## config.mk

```make
export PLATFORM = sky130hd
export DESIGN_NAME = bit32_1to4demux_reg
export DESIGN_NICKNAME = d
export VERILOG_FILES = /design/src/rtl/bit32_1to4demux_reg.sv
export SDC_FILE = /design/constraint.sdc
export NUM_CORES = 1
export LEC_CHECK = 0
export BUFFER_PORTS_ARGS = -buffer_cell sky130_fd_sc_hd__buf_2
export CELL_PAD_IN_SITES_DETAIL_PLACEMENT = 0
export CELL_PAD_IN_SITES_GLOBAL_PLACEMENT = 1
export CORE_MARGIN = 4
export CORE_UTILIZATION = 34
export DETAILED_ROUTE_END_ITERATION = 12
export GPL_TIMING_DRIVEN = 0
export PLACE_DENSITY = 0.81
export RECOVER_POWER = 100
export SYNTH_ARGS = -nofsm -noshare
export SYNTH_HDL_FRONTEND = slang
export SYNTH_SLANG_ARGS = --single-unit
```

## constraint.sdc

```tcl
create_clock -name clk -period 4 [get_ports clk]
set_input_delay 0.4 -clock clk [delete_from_list [all_inputs] [get_ports clk]]
set_output_delay 0.4 -clock clk [all_outputs]
set_load 0.02 [all_outputs]
```

## src/rtl/bit32_1to4demux_reg.sv

```systemverilog
// Registered 1-to-4 demultiplexer with a one-entry holding register per channel.
// Optional per-channel saturating transfer counters are built when DEMUX_CNT_EN is defined.
module bit32_1to4demux_reg #(
   parameter int WIDTH = 32,
   parameter int CNT_W = 16
) (
   input  logic             clk,
   input  logic             rst,
   input  logic [WIDTH-1:0] in_data,
   input  logic [1:0]       in_sel,
   input  logic             in_valid,
   output logic             in_ready,
   output logic [WIDTH-1:0] out_data0,
   output logic [WIDTH-1:0] out_data1,
   output logic [WIDTH-1:0] out_data2,
   output logic [WIDTH-1:0] out_data3,
   output logic [3:0]       out_valid,
   input  logic [3:0]       out_ready,
   input  logic             cnt_clr,
   output logic [CNT_W-1:0] cnt0,
   output logic [CNT_W-1:0] cnt1,
   output logic [CNT_W-1:0] cnt2,
   output logic [CNT_W-1:0] cnt3
);

   logic [WIDTH-1:0] data_arr [4];
   logic [CNT_W-1:0] cnt_arr  [4];
   logic             in_accept;

   // Only the addressed channel gates acceptance, so a stalled channel never blocks the others.
   assign in_ready  = ~rst & (~out_valid[in_sel] | out_ready[in_sel]);
   assign in_accept = in_valid & in_ready;

   genvar gi;
   generate
      for (gi = 0; gi < 4; gi++) begin : g_ch
         logic             accept_n;
         logic             xfer_n;
         logic             valid_q;
         logic             valid_d;
         logic [WIDTH-1:0] data_q;
         logic [WIDTH-1:0] data_d;

         assign accept_n = in_accept & (in_sel == 2'(gi));
         assign xfer_n   = valid_q & out_ready[gi];

         // A fill wins over a drain, which gives back-to-back transfers with no bubble.
         always_comb begin
            valid_d = valid_q;
            data_d  = data_q;
            if (accept_n) begin
               valid_d = 1'b1;
               data_d  = in_data;
            end else if (xfer_n) begin
               valid_d = 1'b0;
            end
         end

         always_ff @(posedge clk or posedge rst) begin
            if (rst) begin
               valid_q <= 1'b0;
               data_q  <= '0;
            end else begin
               valid_q <= valid_d;
               data_q  <= data_d;
            end
         end

         assign out_valid[gi] = valid_q;
         assign data_arr[gi]  = data_q;

`ifdef DEMUX_CNT_EN
         logic [CNT_W-1:0] cnt_q;
         logic [CNT_W-1:0] cnt_d;

         // Clear beats increment; the count sticks at all-ones instead of wrapping.
         always_comb begin
            cnt_d = cnt_q;
            if (cnt_clr) begin
               cnt_d = '0;
            end else if (xfer_n && (cnt_q != {CNT_W{1'b1}})) begin
               cnt_d = cnt_q + 1'b1;
            end
         end

         always_ff @(posedge clk or posedge rst) begin
            if (rst) begin
               cnt_q <= '0;
            end else begin
               cnt_q <= cnt_d;
            end
         end

         assign cnt_arr[gi] = cnt_q;
`else
         assign cnt_arr[gi] = '0;
`endif
      end
   endgenerate

`ifndef DEMUX_CNT_EN
   logic unused_cnt_clr;
   assign unused_cnt_clr = cnt_clr;
`endif

   assign out_data0 = data_arr[0];
   assign out_data1 = data_arr[1];
   assign out_data2 = data_arr[2];
   assign out_data3 = data_arr[3];

   assign cnt0 = cnt_arr[0];
   assign cnt1 = cnt_arr[1];
   assign cnt2 = cnt_arr[2];
   assign cnt3 = cnt_arr[3];

endmodule

```

; Word level (Yosys, flattened, before mapping)
; Cells that the tools add are included.
[totals]
regBits = 132
inputBits = 42
output_inout_bits = 197
wordCells = 42
[classes]
n_lt_le_gt_ge = 1
n_eq_ne = 3
mux = 12
bitwise = 13
n_reduce_logical = 5
[op_table]
columns = cell, n
row1 = $and 1x1->1, 10
row2 = $mux 1, 10
row3 = $reduce_bool 2->1, 4
row4 = $bmux 1 s2, 2
row5 = $eq 2x2->1 const B, 2
row6 = $lt 2x3->1 const B, 1
row7 = $eq 2x1->1 const B, 1
row8 = $logic_not 2->1, 1
row9 = $not 1->1, 2
row10 = $or 1x1->1, 1

; Depth between registers and ports, before layout
; Gate-level depths: netlist of the first run.
[depth]
depth_word = 8
depth_mapped = 5
depth_no_buf = 3

; Least setup slack after synthesis of the first run
; OpenSTA, ideal clock, no wires.
[synth_path]
path_type = in2out
from = in in_sel[1]
to = out in_ready
t_arrival_ns = 1.433
required_time_ns = 3.600
path_slack_ns = 2.167
stages = 4
n_path_buf = 1
cell_sequence = buf_2 -> or3b_2 -> a21boi_0 -> nor4_1
[synth_between]
elab_chain_cells = 5
elab_cells_between_ends = 7
cone_classes = mux: 4 / bitwise: 3
[synth_rtl]
columns = element, line
row1 = start: declaration, 10  ; input logic [1:0] in_sel,
row2 = $bmux 1 s2, 31  ; assign in_ready = ~rst & (~out_valid[in_sel] | out_ready[in_sel]);
row3 = $mux 1 (not written as such), 31
row4 = $not 1->1, 31
row5 = $or 1x1->1 *, 31
row6 = $and 1x1->1 *, 31
row7 = end: declaration, 12  ; output logic in_ready,
; Mark *: on every way between the ends. The rest lies on a longest branch, timed or not. The select of a mux whose other input is x is not followed.

; Final worst setup path of the first run
[layout_path]
from = reg g_ch[3].valid_q
to = reg g_ch[3].data_q[24] (netlist: out_data3[24])
[layout_between]
elab_chain_cells = 7
[layout_rtl]
columns = element, line
row1 = start: declaration, 39  ; logic valid_q;
row2 = start signal: assignment, 64  ; valid_q <= valid_d;
row3 = $bmux 1 s2, 31
row4 = $mux 1 (not written as such), 31
row5 = $not 1->1, 31
row6 = $or 1x1->1, 31
row7 = $and 1x1->1, 31
row8 = $and 1x1->1, 32  ; assign in_accept = in_valid & in_ready;
row9 = $and 1x1->1, 44  ; assign accept_n = in_accept & (in_sel == 2'(gi));
row10 = end signal: assignment, 65  ; data_q <= data_d;
row11 = end: declaration, 41  ; logic [WIDTH-1:0] data_q;
; Every way passes these cells. The select of a mux whose other input is x is not followed.
; A chain may end at the register's enable or synchronous reset.

==> results of run 1 <==
[synth_stat cells]
master	n
buf_4	70
nand3b_1	1
nor2_1	1
nor3_1	1
buf_2	7
a21boi_0	1
nor2b_4	1
o2111a_1	1
nor4_1	1
nand2b_1	3
mux2_2	94
nand4b_4	2
conb_1	1
nand2_1	3
or3b_2	1
nand3_1	1
and3_1	1
mux2_1	34
dfrtp_1	132
buf_6	3
nor3b_1	1
o21bai_1	1
buf_12	2
inv_1	2
[per-layer routing]
layer  share of wire [%]  vias up  wire, um  GRT usage [%]
li1                    -     1637         -              -
met2                  52      132      6880           25.0
met3                 8.5       14      1130           6.44
met4                 1.4        0       181           4.48
met5                   0        -         0              0
met1                  39     1741      5140           17.0
[state kept, by name, indices dropped and copies added (netlist names)]
register and cells:
out_data1 32, out_data0 32, g_ch.valid_q 4, out_data3 32, out_data2 32
[area by class of cell]
class	count	area, sq um	area share, %
plain buffers	82	564	7.79
clock buffers	26	479	6.62
clock inverters	5	75.1	1.04
inverters	2	8.76	0.121
multi-input cells	212	1820	25.1
flip-flops and latches	132	3300	45.6
well taps	216	270	3.73
repair buffers	173	721	9.95
[kinds of logic (layout without fill, tap and decap cells)]
family / Yosys count / in the layout / synth area share [%]
AO/OA/AOI/OAI: 3 / 3 / 0.473
buffers and inverters: 84 / 288 / 11.5
flip-flops: 132 / 132 / 59.4
multiplexers: 128 / 128 / 25.9
other: 1 / 64 / 0.0675
AND/OR/NAND/NOR: 17 / 17 / 2.54
[worst reg2reg max path: cells and delay by family, from the launching register on]
| kind | cells | cell delay [ns] |
|---|---|---|
| AOI/OAI and AO/OA | 1 | 0.17 |
| muxes | 1 | 0.39 |
| DFF | 1 | 0.40 |
| buffers and inverters | 3 | 1.08 |
[worst max path at each step]
stage / depth (start not counted) / slack [ns] / endpoint
final: 5 / 1.84 / out_data3[24]$_DFFE_PP0P_
after global routing: 2 / 1.53 / out_data0[21]$_DFFE_PP0P_
after CTS: 4 / 1.95 / in_ready
after detailed placement: 6 / 2.15 / out_data3[5]$_DFFE_PP0P_
after global placement: 2 / -1.32 / out_data3[21]$_DFFE_PP0P_
after floorplan: 1 / 0.07 / g_ch[0].valid_q$_DFFE_PP0P_
[power breakdown]
part	total, mW	internal, mW	switching (mW)	leakage [nW]
registers	1.78	1.63	0.151	1.59
clock network	1.47	0.944	0.524	0.272
logic	1.09	0.379	0.713	1.53
total	4.34	2.95	1.39	3.40
[metrics by stage]
step                      total power, mW  hold slack (ns)
after floorplan                      2.55            0.496
after global placement               2.95            0.466
after detailed placement             2.99            0.470
after CTS                            4.48           0.0953
after global routing                 4.57            0.211
final                                4.34            0.211
==> flow_metrics.env, run 1 <==
export IMPL_reg2reg_slack_ns=1.84
export IMPL_totalNegativeSetupSlack_ns=0
export IMPL_finalCoreUtilization_pct=45.4
export IMPL_setup_ws_ns=1.84
export IMPL_synth_cell_types=24
export IMPL_nFillCells=1516
export IMPL_fin_cells=848
export IMPL_grt_pass1_vias=3822
export IMPL_rsz0062_at_grt="no"
export IMPL_drc=0
export IMPL_syn_area_per_cell_sq_um=15.2
export IMPL_p_leak_nw=3.40
export IMPL_r2r_start="g_ch[3].valid_q$_DFFE_PP0P_"
export IMPL_dieArea_sq_um=18500
export IMPL_first_pass_iters=4
export IMPL_min_path_cells=2
export IMPL_portBuffers=172
export IMPL_dpl_worst_slack_ns=2.15
export IMPL_cp_start_kind="flop"
export IMPL_cts_setup_buffers=0
export IMPL_area_growth_pct=30.3
export IMPL_final_cell_mix="clkbuf_1 (154), dfrtp_1 (132), mux2_2 (94)"
export IMPL_cp_startpoint="g_ch[3].valid_q$_DFFE_PP0P_"
export IMPL_fp_dieW_um=136
export IMPL_post_route_cells_drive_above_1_share_pct=36.2
export IMPL_ant_nets=0
export IMPL_yosys_warnings=0
export IMPL_diodes=0
export IMPL_crit_arrival_ns=2.44
export IMPL_yosys_area_top_type="dfrtp_1"
export IMPL_antenna_found_initial=0
export IMPL_routed_wl_um=13300
export IMPL_drv_slew=57
export IMPL_crit_slowest_cell="clkbuf_1"
export IMPL_worstMarginPinSlew_ns=2.62
export IMPL_syn_area_sq_um=5560
export IMPL_cts_resized=0
export IMPL_place_inst=817
export IMPL_maxCapViolCount=1
export IMPL_core_area_sq_um=15900
export IMPL_power_density_nw_per_um2=600
export IMPL_cts_buffers=17
export IMPL_finalHoldViolations=0
export IMPL_grt_start_max_net_pins=77
export IMPL_ios=239
export IMPL_cp_required_ns=4.28
export IMPL_max_clock_path_buffers=2
export IMPL_cp_end_kind="flop"
export IMPL_max_stage_delay_ns=0.65
export IMPL_synth_seq_cells=132
export IMPL_place_detailed_hpwl_um=9750
export IMPL_min_delay_start="out_ready[3]"
export IMPL_r2r_cells=5
export IMPL_fin_nets=662
export IMPL_postSynthCellCount=365
export IMPL_crit_family="buffers and inverters"
export IMPL_crit_type="reg -> reg"
export IMPL_overflow=0
export IMPL_postCtsHoldBufs=0
export IMPL_period_minus_slack_ns=2.16
export IMPL_gp_congestion=0.717
export IMPL_design_area_sq_um=7240
export IMPL_layout_commonest_cell="clkbuf_1"
export IMPL_clock_skew_ns=0.00809
export IMPL_vias_per_cell=4.16
export IMPL_wire_per_inst_um=15.7
export IMPL_setup_viol=0
export IMPL_status="complete, but fails checks"
export IMPL_clock_latency_ns=0.41
export IMPL_tritoncts="built"
export IMPL_clock_sinks=132
export IMPL_slew_headroom_pct=-75.8
export IMPL_grt_first_pass_wirelength_um=20700
export IMPL_worstPathCellList="inv_1 -> o2111a_1 -> clkbuf_1 -> clkbuf_1 -> mux2_1"
export IMPL_cts_root_buf="clkbuf_16"
export IMPL_worstReg2RegEnd="out_data3[24]$_DFFE_PP0P_"
export IMPL_rows=46
export IMPL_drt_iter0_markers=87
export IMPL_path_buf_inv=3
export IMPL_clk_pin_slew_ns=0.05
export IMPL_violations="max-capacitance violations, max-slew violations"
export IMPL_vdd_drop_max_uv=253
export IMPL_vias=3524
export IMPL_start_util_pct=34.9
export IMPL_fmax_mhz=464
export IMPL_synth_area_leaders="dfrtp_1 (59%), mux2_2 (19%), buf_4 (9.5%), mux2_1 (6.9%), nand4b_4 (0.86%)"
export IMPL_yosysSeqAreaShare_pct=59.4
export IMPL_worstPathMaxFanout=10
export IMPL_hp_class="in -> reg"
export IMPL_dpl_instance_area_sq_um=6960
export IMPL_finalCritPeriodShare_pct=53.9
export IMPL_hold_end="g_ch[3].valid_q$_DFFE_PP0P_"
export IMPL_htree_levels=4
export IMPL_synth_top_area_share_pct=59.4
export IMPL_cp_common_cell="clkbuf_1"
export IMPL_die_y_um=136
export IMPL_grtUsageTotal_pct=14.8
Note: power is estimated with default switching activity, not from simulation.
==> inputs of run 2 (changes only) <==
- clock period: 4 -> 1.9 ns (I/O delays scaled with it)
==> run 2 against run 1 <==
Effect of this change:
- global-route usage about the same
- cell count increased by 0.24%
- combinational power is 110% higher
- design area increased by 1.6%
- die area unchanged
- clock power up 120%
- the flow now finishes without violations
- critical path type is now reg -> out
- sequential power increased by 110%
- clock skew shrank 0.0018 ns
- utilization rose by 0.72 points
- non-clock buffer count grew 4
==> flow_metrics.env, run 2 (synthesis results as in run 1) <==
export IMPL_overflow=0
export IMPL_core_area_sq_um=15900
export IMPL_vias=3584
export IMPL_status="finished, final reports clean"
export IMPL_worstPathMaxFanout=3
export IMPL_cts_buffers=17
export IMPL_first_pass_iters=4
export IMPL_vias_per_cell=4.22
export IMPL_antenna_found_initial=0
export IMPL_drt_iter0_markers=88
export IMPL_grt_first_pass_wirelength_um=20800
export IMPL_r2r_cells=4
export IMPL_cts_root_buf="clkbuf_16"
export IMPL_vdd_drop_max_uv=591
export IMPL_cp_start_kind="flop"
export IMPL_htree_levels=4
export IMPL_fin_cells=850
export IMPL_routed_wl_um=13400
export IMPL_final_cell_mix="clkbuf_1 (138), dfrtp_1 (132), mux2_2 (94)"
export IMPL_grt_pass1_vias=3839
export IMPL_place_inst=819
export IMPL_design_area_sq_um=7360
export IMPL_totalNegativeSetupSlack_ns=0
export IMPL_min_path_cells=2
export IMPL_whs_ns=0.0480
export IMPL_dieArea_sq_um=18500
export IMPL_crit_type="reg -> out"
export IMPL_area_growth_pct=32.4
export IMPL_layout_commonest_cell="clkbuf_1"
export IMPL_ios=239
export IMPL_fmax_mhz=563
export IMPL_clock_skew_ns=0.00629
export IMPL_grtUsageTotal_pct=14.8
export IMPL_gp_congestion=0.727
export IMPL_tritoncts="built"
export IMPL_drc=0
export IMPL_clock_latency_ns=0.41
export IMPL_ant_nets=0
export IMPL_crit_arrival_ns=1.59
export IMPL_slew_headroom_pct=41.0
export IMPL_finalHoldViolations=0
export IMPL_maxCapViolCount=0
export IMPL_drv_slew=0
export IMPL_seq_area_sq_um=3300
export IMPL_nFillCells=1525
export IMPL_fp_dieW_um=136
export IMPL_die_y_um=136
export IMPL_worstMarginPinSlew_ns=0.886
export IMPL_start_util_pct=34.9
export IMPL_dpl_instance_area_sq_um=6990
export IMPL_cp_required_ns=1.71
export IMPL_rsz0062_at_grt="no"
export IMPL_post_route_cells_drive_above_1_share_pct=39.0
export IMPL_p_leak_nw=3.47
export IMPL_rows=46
export IMPL_power_density_nw_per_um2=1260
export IMPL_wire_per_inst_um=15.8
export IMPL_period_minus_slack_ns=1.78
export IMPL_fin_nets=666
export IMPL_portBuffers=172
export IMPL_multi_input_area_sq_um=1850
export IMPL_finalCritPeriodShare_pct=93.4
export IMPL_hp_class="in -> reg"
export IMPL_grt_start_max_net_pins=46
export IMPL_max_clock_path_buffers=2
export IMPL_clk_pin_slew_ns=0.06
export IMPL_cp_end_kind="output pin"
export IMPL_clock_sinks=132
export IMPL_setup_viol=0
export IMPL_place_detailed_hpwl_um=10000
export IMPL_diodes=0
run 2: critical path, stage by stage, from the launching register on:
cell      delay, ns
dfrtp_1        0.35
or3b_2         0.45
a21boi_1       0.14
nor4_1         0.06
buf_2          0.17
run 2: final timing paths:
check,startpoint,to,slack [ns]
max,g_ch[1].valid_q$_DFFE_PP0P_,in_ready,0.12
min,in_data[3],out_data3[3]$_DFFE_PP0P_,0.05
max reg2reg,g_ch[2].valid_q$_DFFE_PP0P_,out_data2[24]$_DFFE_PP0P_,0.32
min reg2reg,out_data3[16]$_DFFE_PP0P_,out_data3[16]$_DFFE_PP0P_,0.49
max in group asynchronous,rst,out_data3[19]$_DFFE_PP0P_,0.39
min in group asynchronous,rst,out_data2[11]$_DFFE_PP0P_,0.36
run 2: per-layer routing:
layer / part of all wire, % / global-route usage [%]
met1: 40 / 17.5
met5: 0 / 0
met4: 1.2 / 4.48
met2: 51 / 24.9
met3: 8.5 / 5.70
run 2: layout make-up:
type,instances,share of cell area [%]
timing repair buffer,177,9.95
inverter,2,0.119
clock buffer,23,6.23
multi-input combinational,212,25.1
buffer,82,8.56
sequential,132,44.9
tap,216,3.67
clock inverter,6,1.43
run 2: repair_timing:
item,in CTS,in global routing
hold buffers,2,0
hold endpoints to repair,6,0
setup endpoints to repair,0,1
resized for setup,0,1
buffers inserted,0,0
run 2: per-stage QoR:
stage | power [mW] | util (%) | setup slack (ns)
2_1_floorplan | 5.36 | - | 0.0728
3_3_place_gp | 6.21 | 43.5 | -0.720
3_5_place_dp | 6.31 | 43.8 | 0.282
4_1_cts | 9.54 | 47.5 | 0.0750
5_1_grt | 9.72 | 46.1 | 0.0292
6_report | 9.26 | 46.1 | 0.125
run 2: power breakdown:
part / switching, mW / internal, mW / leakage (nW)
logic: 1.50 / 0.806 / 1.61
registers: 0.330 / 3.44 / 1.59
clock network: 1.12 / 2.07 / 0.277
